==> src/rtl/gpio_in_debounce.sv <==
// gpio_in_debounce
//
// Conditions raw GPIO pad inputs before they reach the APB GPIO peripheral.
// Each pad goes through a two-flop synchroniser and then a per-pin
// debounce/glitch filter. The filter accepts a new level only after the
// synchronised input has disagreed with the current output on enough
// consecutive prescaler ticks.
//
// Ports:
//   HCLK           in   system clock; all logic on the rising edge
//   HRESET         in   synchronous, active-high reset
//   gpio_pad_in    in   [NUM_GPIO]    raw asynchronous pad levels
//   cfg_enable     in   [NUM_GPIO]    per-pin filter enable (0 = sync only)
//   cfg_prescale   in   [PRESC_WIDTH] tick period minus one, in HCLK cycles
//   cfg_threshold  in   [CNT_WIDTH]   mismatching ticks needed to accept (0 acts as 1)
//   gpio_filt_out  out  [NUM_GPIO]    filtered, registered pin levels
//   change_pulse   out  [NUM_GPIO]    one-cycle pulse aligned with each output change
//   tick_o         out  1             registered copy of the prescaler tick
module gpio_in_debounce #(
    parameter int unsigned NUM_GPIO    = 32,
    parameter int unsigned CNT_WIDTH   = 4,
    parameter int unsigned PRESC_WIDTH = 16
) (
    input  logic                   HCLK,
    input  logic                   HRESET,
    input  logic [NUM_GPIO-1:0]    gpio_pad_in,
    input  logic [NUM_GPIO-1:0]    cfg_enable,
    input  logic [PRESC_WIDTH-1:0] cfg_prescale,
    input  logic [CNT_WIDTH-1:0]   cfg_threshold,
    output logic [NUM_GPIO-1:0]    gpio_filt_out,
    output logic [NUM_GPIO-1:0]    change_pulse,
    output logic                   tick_o
);

    localparam logic [PRESC_WIDTH-1:0] PRESC_ONE = 1;
    localparam logic [CNT_WIDTH:0]     CNT_ONE   = 1;

    logic [NUM_GPIO-1:0]    sync0;
    logic [NUM_GPIO-1:0]    sync1;
    logic [PRESC_WIDTH-1:0] presc_cnt;
    logic                   tick;
    logic [CNT_WIDTH:0]     thr;
    logic [CNT_WIDTH-1:0]   cnt_q [NUM_GPIO];
    logic [CNT_WIDTH-1:0]   cnt_d [NUM_GPIO];
    logic [NUM_GPIO-1:0]    out_d;

    // ">=" rather than "==" so lowering cfg_prescale below the running count
    // ticks on the next edge instead of wrapping through the full range.
    assign tick = (presc_cnt >= cfg_prescale);

    // Threshold of 0 behaves as 1; one extra bit keeps cnt+1 from overflowing
    // when the threshold is changed mid-count.
    assign thr = (cfg_threshold == '0) ? CNT_ONE : {1'b0, cfg_threshold};

    always_comb begin
        for (int i = 0; i < NUM_GPIO; i++) begin
            out_d[i] = gpio_filt_out[i];
            cnt_d[i] = '0;
            if (!cfg_enable[i]) begin
                out_d[i] = sync1[i];
            end else if (sync1[i] != gpio_filt_out[i]) begin
                if (!tick) begin
                    cnt_d[i] = cnt_q[i];
                end else if (({1'b0, cnt_q[i]} + CNT_ONE) >= thr) begin
                    out_d[i] = sync1[i];
                end else begin
                    cnt_d[i] = cnt_q[i] + CNT_ONE[CNT_WIDTH-1:0];
                end
            end
        end
    end

    always_ff @(posedge HCLK) begin
        if (HRESET) begin
            sync0         <= '0;
            sync1         <= '0;
            presc_cnt     <= '0;
            gpio_filt_out <= '0;
            change_pulse  <= '0;
            tick_o        <= 1'b0;
            for (int i = 0; i < NUM_GPIO; i++) begin
                cnt_q[i] <= '0;
            end
        end else begin
            sync0         <= gpio_pad_in;
            sync1         <= sync0;
            presc_cnt     <= tick ? '0 : presc_cnt + PRESC_ONE;
            gpio_filt_out <= out_d;
            change_pulse  <= out_d ^ gpio_filt_out;
            tick_o        <= tick;
            for (int i = 0; i < NUM_GPIO; i++) begin
                cnt_q[i] <= cnt_d[i];
            end
        end
    end

endmodule

==> config.mk <==
export PLATFORM = sky130hd
export DESIGN_NAME = gpio_in_debounce
export DESIGN_NICKNAME = d
export VERILOG_FILES = /design/src/rtl/gpio_in_debounce.sv
export SDC_FILE = /design/constraint.sdc
export NUM_CORES = 1
export LEC_CHECK = 0
export ABC_AREA = 0
export CORE_MARGIN = 4
export CORE_UTILIZATION = 55
export DETAILED_ROUTE_END_ITERATION = 10
export GPL_ROUTABILITY_DRIVEN = 0
export PLACE_DENSITY = 0.89
export REMOVE_ABC_BUFFERS = 1
export SLEW_MARGIN = 5
export SYNTH_ARGS = -nofsm -noshare
export SYNTH_HDL_FRONTEND = slang
export SYNTH_SLANG_ARGS = --single-unit
==> constraint.sdc <==
create_clock -name HCLK -period 4.1 [get_ports HCLK]
set_input_delay 0.82 -clock HCLK [delete_from_list [all_inputs] [get_ports HCLK]]
set_output_delay 0.82 -clock HCLK [all_outputs]
set_load 0.02 [all_outputs]
* Word level (Yosys, flattened, before mapping) *
Memory sizes are Yosys's and may differ from the RTL's.
Cells that the tools add are included.

cells by class
  add/sub/neg operators = 65
  order comparisons = 33
  eq/ne operators = 32
  multiplexer cells = 292
  bitwise gates (word level) = 33
  reduce and logical (&&, ||, !) cells = 2

operators by type and width
  operator                                       count
  two-way mux 4 bit                              161
  adder 4 x 1 -> 5 bit, second input constant    32
  greater-or-equal comparator 5 x 4 -> 1 bit     32
  two-way mux 1 bit                              131
  adder 4 x 1 -> 4 bit, second input constant    32
  != test 1 bit                                  32
  OR 1 bit                                       32
  XOR 32 bit                                     1
  adder 16 x 1 -> 16 bit, second input constant  1
  greater-or-equal comparator 16 bit             1
  zero test 4 bit                                1
  OR reduction 2 bit                             1

storage, ports and cells
  register bits = 145
  bits in writable memories = 128
  input port bits = 86
  output and inout port bits = 65
  word-level logic and storage cells = 464
  memories = 1

memory list
  name   depth  width  read ports  clocked after Yosys merged registers in  write ports  RTL line  RTL
  cnt_q  32     4      32          0                                        32           43        logic [CNT_WIDTH-1:0] cnt_q [NUM_GPIO];

* Logic depth before layout (Yosys ltp) *
Gate-level depths: netlist (run 1).

  word-level depth = 8
  mapped depth = 11
  mapped depth without buffers = 9

* Worst setup path after synthesis (run 1) *
No wires, ideal clock.

  kind = in2reg
  start = in cfg_threshold[1]
  end = reg gpio_filt_out[24]
  arrival time = 3802 ps
  data required time = 4028 ps
  slack = 226 ps
  stages on the path = 9
  buffers on the path = 0
  cell sequence = inv_1 a31o_2 ha_1 nand2b_1 a21o_1 maj3_1 a211oi_1 o21a_1 mux2i_1

on the way
  word-level cells in the longest chain between the ends = 7

RTL lines
  what                                            RTL line  RTL
  from (decl)                                     29        input logic [CNT_WIDTH-1:0] cfg_threshold,
  zero test 4 bit                                 53        assign thr = (cfg_threshold == '0) ? CNT_ONE : {1'b0, cfg_threshold};
  two-way mux 4 bit (*)                           53
  greater-or-equal comparator 5 x 4 -> 1 bit (*)  64        end else if (({1'b0, cnt_q[i]} + CNT_ONE) >= thr) begin
  two-way mux 1 bit (*)                           64
  two-way mux 1 bit (*)                           62        if (!tick) begin
  two-way mux 1 bit (*)                           61        end else if (sync1[i] != gpio_filt_out[i]) begin
  two-way mux 1 bit (*)                           59        if (!cfg_enable[i]) begin
  to (signal assigned)                            88        gpio_filt_out <= out_d;
  to (decl)                                       30        output logic [NUM_GPIO-1:0] gpio_filt_out,

Mark *: on every way between the ends. The rest lies on a longest branch, timed or not.
A chain may end at the register's enable or synchronous reset.

* Worst setup path after layout (run 1) *
  start = in cfg_threshold[1]
  end = reg gpio_filt_out[8]

The elaborated chain is that of the path after synthesis.

==> flow_summary.json, run 1 <==
{
  "ys_dominant_reg_cell": "dfxtp_1",
  "cts-buffers-inserted": 29,
  "wl_met2_mm": 19.4,
  "cts_sinks": 273,
  "drt_iter0_markers": 1095,
  "power_density_nw_per_um2": 329,
  "power.total_w": 0.00606,
  "cts.clk_slew.worst_paths_ps": 60,
  "clock_latency_ps": 540,
  "numPortBuffers": 150,
  "die_w_um": 176,
  "worstPathCellList": "clkdlybuf4s50_1 -> clkinv_1 -> a31o_2 -> buf_4 -> ha_1 -> nand2b_1 -> a21oi_1 -> o21ai_0 -> o21ai_0 -> a22o_1 -> mux2i_1",
  "avgSynthCellArea_um2": 8.32,
  "syn_inst": 1860,
  "design_area_um2": 18400,
  "vias": 14566,
  "period_share_pct": 88.9,
  "dieArea_um2": 30900,
  "worstPathRequired_ps": 4570,
  "m1WireLength_mm": 16.2,
  "relSlewSlack_pct": 33.0,
  "r2r_start": "presc_cnt[13]",
  "vias_per_cell": 6.09,
  "fp.coreArea_um2": 27800,
  "grt.overflow.total": 0,
  "crit_arrival_ps": 4120,
  "cts_hold_buf": 0,
  "status": "complete, no violations",
  "yosysUniqueCellTypes": 46,
  "synth.area.top_cells": "dfxtp_1, ha_1, nand2_1",
  "tns_ps": 0,
  "drive_gt1_share_pct": 4.62,
  "crit_type": "in -> reg",
  "ys_ff_latch": 273,
  "rows": 61,
  "yosys.area.top_type": "dfxtp_1",
  "synth-edff-count": 0,
  "avgRoutedWirePerCell_um": 16.5,
  "hp-start": "sync0[0]",
  "start_util_pct": 55.7,
  "setup_violations": 0,
  "layout.nets": 2192,
  "dp_hpwl_mm": 25.7,
  "max_stage_delay_ps": 620,
  "fillCellCount": 2181,
  "final-hold-violation-count": 0,
  "dr.pass1.iters": 5,
  "finClkSkew_ps": 7.84,
  "cp-end-kind": "flop",
  "antenna_found_initial": 0,
  "yosys_warnings": 0,
  "start_kind": "input port",
  "post-cts-setup-buffers": 0,
  "crit_start": "cfg_threshold[1]",
  "syn_to_final_growth_pct": 19.0,
  "worst-path-max-fanout": 17,
  "worstMarginPinSlew_ps": 1010,
  "critical-path-top-delay-family": "compound AO/OA/AOI/OAI gates",
  "timing.final.ws_setup_ps": 454,
  "ctsLongestPathBuffers": 3,
  "grt_pass1_wl_mm": 65.6,
  "period_minus_slack_ps": 3650,
  "synth_commonest_cells": "dfxtp_1, nand2_1, a21oi_1",
  "fmax_mhz": 274,
  "htree_levels": 1,
  "antenna_cells": 0,
  "wl_mm": 39.5,
  "ff2ff_setup_slack_ps": 1250,
  "place_area_um2": 17400,
  "cpMostUsedCell": "o21ai_0",
  "drv_cap": 0,
  "grt_usage_pct": 24.5,
  "cp_num_buf_inv": 3,
  "cts_tree": "built",
  "dieHeight_um": 176,
  "place_ws_ps": 74.4,
  "p_leak_nw": 6.98,
  "slew_violations": 0,
  "dr_wl_met3_mm": 2.70,
  "synth-async-reset-ratio_pct": 0,
  "grt_pass1_vias": 14309,
  "rsz0062_at_grt": "false",
  "ctsResizeCount": 0,
  "cts-root-buf": "clkbuf_16",
  "yosysMostFrequentCell": "dfxtp_1",
  "ioPinCount": 151,
  "ys_seq_area_share_pct": 35.3,
  "antenna_left": 0,
  "yosysTopAreaCellShare_pct": 35.3,
  "netlist_area_um2": 15500,
  "routed.top_layer": "met4",
  "drc": 0,
  "ir_drop_mv": 0.393,
  "hp-class": "reg -> reg",
  "cp_slowest_cell": "o21ai_0",
  "grt_max_degree": 98
}
## state kept, by name (all words and copies together), names as in the netlist
name and count:
cnt_q 128, sync1 32, sync0 32, presc_cnt 16
change_pulse 32, tick_o 1, gpio_filt_out 32
## cell type report
cell class | instances | area (µm²) | share of cell area (%)
clock buffers | 38 | 779 | 4.23
clock inverters | 15 | 253 | 1.37
inverters | 28 | 105 | 0.571
multi-input cells | 1479 | 9570 | 52.0
flip-flops and latches | 273 | 5470 | 29.7
well taps | 378 | 473 | 2.57
repair buffers | 181 | 1760 | 9.56
## routing by layer
layer | vias up | track usage, %
met3 | 122 | 3.59
li1 | 7059 | -
met4 | 0 | 8.80
met2 | 536 | 44.8
met1 | 6849 | 29.3
met5 | - | 0
## final timing paths
| kind | end | cells after the start |
|---|---|---|
| worst min-delay path | sync1[0] | 1 |
| worst max-delay path | gpio_filt_out[8] | 11 |
| worst min register to register | sync1[0] | 1 |
| worst max register to register | cnt_q[0][39] | 8 |
## kinds of logic after synthesis
| family | after synthesis | synth area share (%) |
|---|---|---|
| xor gates and xnor gates | 110 | 6.23 |
| and+or+nand+nor | 800 | 26.9 |
| adders and majority gates | 116 | 9.35 |
| DFF | 273 | 35.3 |
| AOI/OAI and AO/OA | 421 | 17.1 |
| buffers and inverters | 108 | 2.95 |
| muxes | 32 | 2.07 |
## metrics by stage
stage	utilization [%]	hold slack [ps]	cells
after floorplan	-	414	1780
after global routing	66.3	451	2392
after CTS	66.3	437	2392
after global placement	62.5	415	2339
after detailed placement	62.5	422	2339
final	66.3	432	2392
## report_power, final
group | leakage, nW | internal (W) | switching [W]
combinational | 4.25 | 0.000211 | 0.000275
clock | 0.506 | 0.00177 | 0.00108
sequential | 2.22 | 0.00270 | 0.0000247
## cell usage in the layout, fill, tap and decap left out, types with 26 or more instances in the layout
cell	synthesis	routed
clkbuf_16	0	29
clkdlybuf4s50_1	0	147
nor2b_1	65	65
o211ai_1	43	43
nand2b_1	31	31
a31oi_1	32	32
buf_4	3	29
xnor2_1	65	65
nand2_1	245	244
and3_1	34	34
o21ai_0	55	55
a21oi_1	165	165
a2111oi_0	29	29
nor3b_1	55	55
dfxtp_1	273	273
nand4_1	43	43
ha_1	114	114
xor2_1	45	45
nor2_1	67	67
nand3b_1	26	26
nand3_1	154	154
nor3_1	32	32
mux2i_1	32	32
Power figures use the tool's default switching activity.
==> inputs of run 2 (changes only) <==
--- a/config.mk
+++ b/config.mk
@@ -6,11 +6,12 @@
 export NUM_CORES = 1
 export LEC_CHECK = 0
 export ABC_AREA = 0
+export ABC_CLOCK_PERIOD_IN_PS = 4100
 export CORE_MARGIN = 4
 export CORE_UTILIZATION = 55
 export DETAILED_ROUTE_END_ITERATION = 10
 export GPL_ROUTABILITY_DRIVEN = 0
-export PLACE_DENSITY = 0.89
+export PLACE_DENSITY_LB_ADDON = 0.05
 export REMOVE_ABC_BUFFERS = 1
 export SLEW_MARGIN = 5
 export SYNTH_ARGS = -nofsm -noshare
==> run 2 against run 1 <==
Register-to-register slack improved by 50 ps. First-iteration DRC count decreased by 30%. Fmax increased by 11%. Die area did not move. Clock-buffer cell count rose by 11. Final cell count increased by 0.63%. Clock power shrank 3%. Clock skew grew 3.1 ps. Sequential share of layout area decreased by 0.22 points. Non-clock buffer count is 13 higher. Highest routed layer unchanged.
==> flow_summary.json, run 2 (synthesis gave the netlist of run 1 again) <==
{
  "rows": 61,
  "crit_type": "in -> reg",
  "grt_pass1_vias": 13166,
  "fillCellCount": 2383,
  "worst-path-max-fanout": 16,
  "cts_sinks": 273,
  "relSlewSlack_pct": 46.0,
  "dp_hpwl_mm": 25.3,
  "cts_tree": "built",
  "post-cts-setup-buffers": 0,
  "cts-root-buf": "clkbuf_16",
  "final_cell_mix": "dfxtp_1, nand2_1, a21oi_1, nand3_1, clkdlybuf4s50_1",
  "crit_arrival_ps": 3780,
  "fp.coreArea_um2": 27800,
  "antenna_left": 0,
  "cts_hold_buf": 0,
  "start_kind": "input port",
  "finClkSkew_ps": 11.0,
  "antenna_found_initial": 0,
  "setup_violations": 0,
  "die_w_um": 176,
  "numPortBuffers": 150,
  "antenna_cells": 0,
  "drc": 0,
  "grt_usage_pct": 23.6,
  "dr.pass1.iters": 5,
  "p_leak_nw": 7.06,
  "start_util_pct": 55.7,
  "vias_per_cell": 5.82,
  "slew_violations": 0,
  "layout.nets": 2206,
  "avgRoutedWirePerCell_um": 15.7,
  "period_minus_slack_ps": 3300,
  "vias": 14005,
  "ioPinCount": 151,
  "cts-buffers-inserted": 30,
  "cts.clk_slew.worst_paths_ps": 60,
  "worstMarginPinSlew_ps": 809,
  "drt_iter0_markers": 766,
  "grt.overflow.total": 0,
  "wl_mm": 37.7,
  "ctsResizeCount": 0,
  "drv_cap": 0,
  "htree_levels": 1,
  "drive_gt1_share_pct": 5.32,
  "ctsLongestPathBuffers": 3,
  "status": "complete, no violations",
  "worstPathRequired_ps": 4580,
  "tns_ps": 0,
  "grt_max_degree": 76,
  "power_density_nw_per_um2": 322,
  "dieHeight_um": 176,
  "clock_latency_ps": 550,
  "final-hold-violation-count": 0,
  "grt_pass1_wl_mm": 62.5,
  "rsz0062_at_grt": "false",
  "fmax_mhz": 303,
  "dieArea_um2": 30900,
  "hp-class": "reg -> reg",
  "cp-end-kind": "flop",
  "syn_to_final_growth_pct": 19.9,
  "power.total_w": 0.00597,
  "largest_reg_flops": 128,
  "period_share_pct": 80.4,
  "utilization_pct": 66.8,
  "largest_register": "cnt_q",
  "ir_drop_mv": 0.306,
  "final_common_cell": "dfxtp_1"
}
## run 2: critical path, cell delays in order
cell and delay, ps:
clkdlybuf4s50_1 440, inv_1 90, a31o_2 290, buf_4 330, ha_1 280, nand2b_1 140, a21oi_1 230, o21ai_0 160
o21ai_0 540, a22o_1 270, mux2i_1 180
## run 2: final timing paths
path | from | endpoint | slack (ps) | cells past startpoint
worst max register to register | presc_cnt[13] | gpio_filt_out[1] | 1300 | 8
worst max-delay path | cfg_threshold[1] | gpio_filt_out[11] | 800 | 11
worst min-delay path | sync0[28] | sync1[28] | 430 | 1
worst min register to register | sync0[28] | sync1[28] | 430 | 1
## run 2: area by class of cell
type	count	area [µm²]	area share, %
Multi-Input combinational cell	1479	9570	51.6
Sequential cell	273	5470	29.5
Timing Repair Buffer	194	1890	10.2
Clock buffer	49	953	5.14
Tap cell	378	473	2.55
Inverter	28	105	0.567
Clock inverter	6	82.6	0.445
## run 2: power by group
group | internal, W | total (W) | switching, W
combinational | 0.000214 | 0.000484 | 0.000270
sequential | 0.00270 | 0.00272 | 0.0000222
clock | 0.00170 | 0.00277 | 0.00107
total | 0.00461 | 0.00597 | 0.00136
## run 2: routing by layer
layer | share of wire, % | global-route usage (%) | up-vias
li1 | - | - | 7080
met1 | 45 | 30.3 | 6563
met2 | 48 | 41.9 | 304
met3 | 4.5 | 2.88 | 58
met4 | 2.2 | 6.27 | 0
met5 | 0 | 0 | -
## run 2: per-stage QoR
stage,hold slack [ps],worst slack (ps),cell area (µm²),instances
after global routing,456,582,18500,2407
after detailed placement,423,299,17500,2352
after floorplan,414,-2660,15100,1780
final,435,802,18500,2407
after global placement,417,381,17500,2352
after CTS,438,847,18500,2407
